**config.mk**
```make
export PLATFORM = sky130hd
export DESIGN_NAME = pc_sequencer
export DESIGN_NICKNAME = d
export VERILOG_FILES = /design/src/rtl/pc_pkg.sv /design/src/rtl/pc_sequencer.sv
export SDC_FILE = /design/constraint.sdc
export NUM_CORES = 1
export LEC_CHECK = 0
export CAP_MARGIN = 20
export CORE_ASPECT_RATIO = 2
export CORE_MARGIN = 5
export CORE_UTILIZATION = 39
export DETAILED_ROUTE_END_ITERATION = 10
export GPL_TIMING_DRIVEN = 0
export PLACE_DENSITY = 0.88
export SLEW_MARGIN = 15
export SYNTH_ARGS = -nofsm -noshare
export SYNTH_HDL_FRONTEND = slang
export SYNTH_SLANG_ARGS = --single-unit
```
**constraint.sdc**
```tcl
create_clock -name clk -period 1.6 [get_ports clk]
set_input_delay 0.32 -clock clk [delete_from_list [all_inputs] [get_ports clk]]
set_output_delay 0.32 -clock clk [all_outputs]
set_load 0.02 [all_outputs]
```
**src/rtl/pc_pkg.sv**
```systemverilog
// Shared PC-control definitions: PC register opcodes, default addresses and sequencer states.
package pc_pkg;

  localparam logic [1:0] PC_OP_NOP    = 2'b00;
  localparam logic [1:0] PC_OP_INC    = 2'b01;
  localparam logic [1:0] PC_OP_ASSIGN = 2'b10;
  localparam logic [1:0] PC_OP_RESET  = 2'b11;

  localparam logic [31:0] RESET_PC_DEF = 32'h0000_0000;
  localparam logic [31:0] TRAP_VEC_DEF = 32'h0000_0100;

  typedef enum logic [2:0] {
    S_RESET    = 3'd0,
    S_FETCH    = 3'd1,
    S_ISSUE    = 3'd2,
    S_REDIRECT = 3'd3,
    S_TRAP     = 3'd4
  } seq_state_t;

endpackage

```
**src/rtl/pc_sequencer.sv**
```systemverilog
// PC control sequencer: fetch handshake, instruction holding register, branch redirect latch.
// Optional interrupt vectoring is built when PCSEQ_IRQ_EN is defined.
//
// state      | meaning
// S_RESET    | one cycle after reset release, PC held at reset value
// S_FETCH    | imem request outstanding at pc_i, waiting for imem_ack
// S_ISSUE    | fetched word held for decode until instr_ready
// S_REDIRECT | load PC with the latched branch target
// S_TRAP     | load PC with TRAP_VEC, pulse intVec/irq_ack
module pc_sequencer
  import pc_pkg::*;
#(
  parameter logic [31:0] RESET_PC = RESET_PC_DEF,
  parameter logic [31:0] TRAP_VEC = TRAP_VEC_DEF
) (
  input  logic        clk,
  input  logic        rst_n,
  input  logic [31:0] pc_i,
  output logic [31:0] nextPC,
  output logic [1:0]  nextPCop,
  output logic        intVec,
  output logic        imem_req,
  output logic [31:0] imem_addr,
  input  logic        imem_ack,
  input  logic [31:0] imem_rdata,
  output logic        instr_valid,
  input  logic        instr_ready,
  output logic [31:0] instr,
  output logic [31:0] instr_pc,
  input  logic        branch_valid,
  input  logic [31:0] branch_target,
  input  logic        irq,
  output logic        irq_ack,
  output logic [31:0] epc
);

  seq_state_t  state_q, state_d;
  logic [31:0] instr_q, instr_pc_q, redirect_q, epc_q;
  logic        pending_q;
  logic        redirect_now;
  logic        unused_cfg;

  // A branch landing in the same cycle as the ack must also drop the fetched word.
  assign redirect_now = pending_q | branch_valid;

  always_comb begin
    state_d = state_q;
    case (state_q)
      S_RESET: state_d = S_FETCH;
      S_FETCH: begin
        if (imem_ack) begin
          if (redirect_now) state_d = S_REDIRECT;
`ifdef PCSEQ_IRQ_EN
          else if (irq) state_d = S_TRAP;
`endif
          else state_d = S_ISSUE;
        end
      end
      S_ISSUE: begin
        if (branch_valid) state_d = S_REDIRECT;
        else if (instr_ready) state_d = S_FETCH;
      end
      S_REDIRECT: state_d = S_FETCH;
      S_TRAP:     state_d = S_FETCH;
      default:    state_d = S_RESET;
    endcase
  end

  always_ff @(posedge clk) begin
    if (!rst_n) begin
      state_q    <= S_RESET;
      instr_q    <= '0;
      instr_pc_q <= '0;
      redirect_q <= '0;
      pending_q  <= 1'b0;
      epc_q      <= '0;
    end else begin
      state_q <= state_d;
      if (state_q == S_FETCH && state_d == S_ISSUE) begin
        instr_q    <= imem_rdata;
        instr_pc_q <= pc_i;
      end
      if (state_q == S_FETCH && state_d == S_TRAP) epc_q <= pc_i;
      // A new pulse overrides both an older target and the clear in S_REDIRECT.
      if (state_q != S_RESET && branch_valid) begin
        redirect_q <= {branch_target[31:2], 2'b00};
        pending_q  <= 1'b1;
      end else if (state_q == S_REDIRECT) begin
        pending_q  <= 1'b0;
      end
    end
  end

  always_comb begin
    nextPC      = '0;
    nextPCop    = PC_OP_NOP;
    intVec      = 1'b0;
    irq_ack     = 1'b0;
    imem_req    = 1'b0;
    imem_addr   = '0;
    instr_valid = 1'b0;
    instr       = instr_q;
    instr_pc    = instr_pc_q;
`ifdef PCSEQ_IRQ_EN
    epc         = epc_q;
`else
    epc         = '0;
`endif
    case (state_q)
      S_RESET: nextPCop = PC_OP_RESET;
      S_FETCH: begin
        imem_req  = 1'b1;
        imem_addr = pc_i;
      end
      S_ISSUE: begin
        instr_valid = ~branch_valid;
        if (!branch_valid && instr_ready) nextPCop = PC_OP_INC;
      end
      S_REDIRECT: begin
        nextPCop = PC_OP_ASSIGN;
        nextPC   = redirect_q;
      end
`ifdef PCSEQ_IRQ_EN
      S_TRAP: begin
        nextPCop = PC_OP_ASSIGN;
        nextPC   = TRAP_VEC;
        intVec   = 1'b1;
        irq_ack  = 1'b1;
      end
`endif
      default: ;
    endcase
    if (!rst_n) begin
      nextPC      = '0;
      nextPCop    = PC_OP_RESET;
      intVec      = 1'b0;
      irq_ack     = 1'b0;
      imem_req    = 1'b0;
      imem_addr   = '0;
      instr_valid = 1'b0;
      instr       = '0;
      instr_pc    = '0;
      epc         = '0;
    end
  end

`ifdef PCSEQ_IRQ_EN
  assign unused_cfg = ^RESET_PC;
`else
  assign unused_cfg = ^{RESET_PC, TRAP_VEC, irq, epc_q};
`endif

endmodule

```
After elaboration in Yosys (flattened, before gate mapping)
Cells that the tools add are included.
{"block": "word_totals", "ramBits": 0, "output_inout_bits": 166, "in_bits": 102, "mem_bits_ro": 0, "n_memories": 0, "wordCells": 40, "regBits": 98, "latch_bits": 0}
{"block": "op_classes", "muxes": 20, "multipliers": 0, "magnitude_cmp": 0, "bitwise_logic": 2, "shift": 0, "div_mod_pow": 0, "n_reduce_logical": 8, "n_eq_ne": 5, "add_sub_neg": 0}
{"operator": "$mux 32", "count": 6}
{"operator": "$eq 3x2->1 const B", "count": 3}
{"operator": "$mux 3", "count": 3}
{"operator": "$pmux 3 s3", "count": 1}
{"operator": "$mux 1", "count": 8}
{"operator": "$pmux 2 s3", "count": 1}
{"operator": "$eq 3x1->1 const B", "count": 1}
{"operator": "$eq 3x3->1 const B", "count": 1}
{"operator": "$logic_and 1x1->1", "count": 3}
{"operator": "$logic_not 3->1", "count": 1}
{"operator": "$reduce_bool 3->1", "count": 1}
{"operator": "$reduce_or 3->1", "count": 1}
{"operator": "$mux 2", "count": 1}
{"operator": "$reduce_bool 2->1", "count": 1}
{"operator": "$logic_not 1->1", "count": 1}
{"operator": "$not 1->1", "count": 1}
{"operator": "$or 1x1->1", "count": 1}

Depth between registers and ports, before layout
{"block": "logic_depth", "depth_word": 6, "mapped_depth": 5, "ltp_nobuf": 3}

Worst setup path before layout
Ideal clock, no wire load.
{"block": "synth_timing", "path_kind": "input-to-output", "from": "input port rst_n", "to": "output port instr_valid", "cell_stages": 3, "t_required_ns": 1.280, "setup_slack_ns": -0.044, "arrival_ns": 1.324, "n_path_buf": 1, "path_cell_list": "clkbuf_1 inv_2 nor4_1"}
{"block": "synth_between", "elab_chain_len": 1}
{"element": "from (decl)", "line_no": "pc_sequencer.sv:17", "text": "input logic rst_n,"}
{"element": "$mux 1", "line_no": "pc_sequencer.sv:133", "text": "if (!rst_n) begin"}
{"element": "to (decl)", "line_no": "pc_sequencer.sv:26", "text": "output logic instr_valid,"}
No other way between the ends.

Worst setup path in the final report
{"block": "layout_timing", "from": "register state_q[0]", "to": "output port imem_addr[24]"}
{"block": "layout_between", "elab_chain_len": 3}
{"element": "from (decl)", "line_no": "pc_sequencer.sv:37", "text": "seq_state_t state_q, state_d;"}
{"element": "from (signal assigned)", "line_no": "pc_sequencer.sv:78", "text": "state_q <= state_d;"}
{"element": "$eq 3x1->1", "line_no": "pc_sequencer.sv:109", "text": "case (state_q)"}
{"element": "$mux 32", "line_no": "pc_sequencer.sv:109"}
{"element": "$mux 32", "line_no": "pc_sequencer.sv:133"}
{"element": "to (decl)", "line_no": "pc_sequencer.sv:23", "text": "output logic [31:0] imem_addr,"}
No other way between the ends.

==> flow_summary.toml <==
[cells_and_area]
stdcell_area_um2 = 8273
stdcell_count = 1049
area.growth.synth_to_final_pct = 72.59
fin_nets = 999
layout-drive-gt1-share = 0.3160
antennaDiodeCount = 0

[logic_synthesis]
ys.warnings.count = 0
synthMuxAreaShare = 0.1336
post_synth_fa_ha_maj_area_fraction = 0
syn_inst = 610
syn_area_um2 = 4793
ys.flop_type = "dfxtp_1"
synth_top_family_by_area = "simple AND/OR/NAND/NOR gates"
synth-simple-area-share = 0.2566
ys_seq_area_frac = 0.4093
ys_ff_latch = 98
synth_area_per_cell_um2 = 7.858
yosysUniqueCellTypes = 28
synth_xor_area_frac = 0.001827
synth_compound_area_frac = 0.04516
synth_edf_count = 0
ys_async_sr_fraction = 0

[clock_tree]
cts_made_buffers = 9
clock-sinks = 98
tritoncts = "done"
clock_latency_ns = 0.33
clock-root-buffer = "clkbuf_16"
hold_buffers = 0
clk_path_buf_depth = 2
cts.reportedPaths.clkPinSlew_ns = 0.06
ctsHtreeMaxLevel = 3

[place]
place_area_um2 = 7403
dp_hpwl_um = 12620
gp_congestion = 0.8443
dp_cells = 1021
io_buffers = 228

[sta]
rsz0062_at_grt = "true"
setup_ws_ns = -0.3170
post-route-period-util = 1.198
fmax_mhz = 521.6
hold_viol_final = 0
maxSlewViolCount = 0
fin_crit_ns = 1.917
slew_headroom = 0.6234
tightest_slew_ns = 0.5649
skew_ns = 0.007632
setup_viol = 66

[floorplanning]
die_w_um = 88.39
die_h_um = 166.8
rows = 57
initial_utilization = 0.3954
core_um2 = 12120
fp.dieArea_um2 = 14740
ios = 268

[power_and_ir_drop]
power.leakage_nw = 4.476
max-vdd-ir-drop_v = 0.0005415
p_per_area_nw_per_um2 = 680.5

[global_route]
antenna_found_initial = 0
grt.total_usage = 0.2177
grt_overflow = 0
grt_max_degree = 17
grt_pass1_wl_um = 25180
grt_pass1_vias = 4949

[status]
violations = "negative setup slack"
status = "finished with violations"

[worst_setup_path]
crit_arrival_ns = 1.60
startpoint_type = "register"
end_kind = "output pin"
crit_fanout = 5
required_ns = 1.28
setup.worst_path.class = "reg2out"

[worst_hold_path]
hold_path_class = "reg2reg"

[job]
cap_violations = 0

[route]
drc = 0
initialDrtViolationCount = 164
num_vias = 4875
vias_per_cell = 4.647
wirelength_um = 16440
dr.pass1.iters = 4
ant_nets = 0
post_drt_wl_per_cell_um = 15.67
cells in the mapped netlist (all sizes together), types with 2 or more instances:
master | count | share of area
a211oi | 2 | 0.0031
and2 | 62 | 0.081
buf | 49 | 0.078
clkbuf | 29 | 0.023
dfxtp | 98 | 0.41
inv | 66 | 0.052
mux2i | 64 | 0.13
nand2 | 161 | 0.13
nand2b | 2 | 0.0026
nand3 | 30 | 0.031
nand3b | 2 | 0.0031
nor2 | 4 | 0.0031
nor3 | 2 | 0.0031
o21ai | 31 | 0.032
stage by stage:
stage | utilization | power, mW | hold WS (ns) | setup TNS, ns | setup slack (ns)
finish | 0.6824 | 5.630 | 0.4531 | -17.36 | -0.3170
global placement | 0.6106 | 3.514 | 0.4378 | -204.01 | -1.393
detailed placement | 0.6106 | 3.527 | 0.4440 | -208.07 | -1.398
floorplan | - | 3.092 | 0.4321 | 0 | 0.001826
global route | 0.6824 | 5.862 | 0.4714 | -20.96 | -0.3719
CTS | 0.6684 | 5.670 | 0.4536 | -24.19 | -0.3154
registers in the layout, summed over array words and instances, names as in the netlist:
register    flops
pending_q       1
instr_q        32
instr_pc_q     32
redirect_q     30
state_q         3
power breakdown:
part           internal, mW  switching [mW]  leakage, nW  total (mW)
clock network          1.11           0.946        0.133        2.05
registers              2.52          0.0387        0.797        2.56
logic                 0.530           0.487         3.55        1.02
total                  4.16            1.47         4.48        5.63
cells in the final DEF (no fill, tap or decap), types with 2 or more instances in the layout:
master	count
clkdlybuf4s50_1	96
conb_1	37
dfxtp_1	96
clkbuf_1	11
inv_6	2
clkdlybuf4s15_2	59
clkbuf_8	10
and2_4	48
nor2_1	3
clkbuf_16	11
buf_8	5
nand3b_1	2
clkbuf_4	3
a211oi_1	2
mux2i_1	64
nand3_1	30
buf_4	54
nand2_1	159
buf_6	66
o21ai_1	31
buf_12	2
buf_2	8
and2_1	14
clkinvlp_4	2
clkbuf_2	3
inv_1	65
final timing paths:
path,from,to,slack [ns],cells past startpoint
hold reg to reg,redirect_q[19],redirect_q[19],0.45,2
setup reg to reg,state_q[1],redirect_q[17],0.08,6
setup / recovery,state_q[0],imem_addr[24],-0.32,8
hold / removal,redirect_q[19],redirect_q[19],0.45,2
repair_timing:
item | in CTS | in global routing
cloned | 3 | 2
endpoints found under the setup margin | 225 | 157
pin swaps | 19 | 4
gates resized for setup | 659 | 63
buffers inserted | 7 | 2
cell type report:
| cell class | instances | area [µm²] |
|---|---|---|
| repair buffers | 241 | 2531 |
| flip-flops and latches | 98 | 1967 |
| inverters | 66 | 247.7 |
| plain buffers | 77 | 655.6 |
| well taps | 147 | 183.9 |
| fillers | 930 | 3851 |
| clock buffers | 11 | 242.7 |
| clock inverters | 5 | 37.54 |
| multi-input cells | 404 | 2407 |
routing by layer:
metal	wire length, µm	GRT usage	vias up
met5	0	0	-
met4	688	0.1000	0
met3	1045	0.04301	39
met2	9336	0.4196	177
met1	5367	0.2092	2264
li1	-	-	2395
kinds of logic (layout without fill, tap and decap cells):
kind of cell              Yosys count  count (layout)
other                               1              37
and+or+nand+nor                   265             265
DFF                                98              98
muxes                              64              64
xor gates and xnor gates            1               1
buffers and inverters             144             400
AOI/OAI and AO/OA                  37              37
critical path, cell delays in order (launching register included):
cell and delay [ns]:
dfxtp_2 0.34, buf_6 0.10, nand2_4 0.05, nor3_4 0.16, buf_6 0.14, buf_6 0.12
buf_6 0.12, and2_4 0.14, buf_6 0.11
No activity file was read; power rests on OpenSTA's default activity.
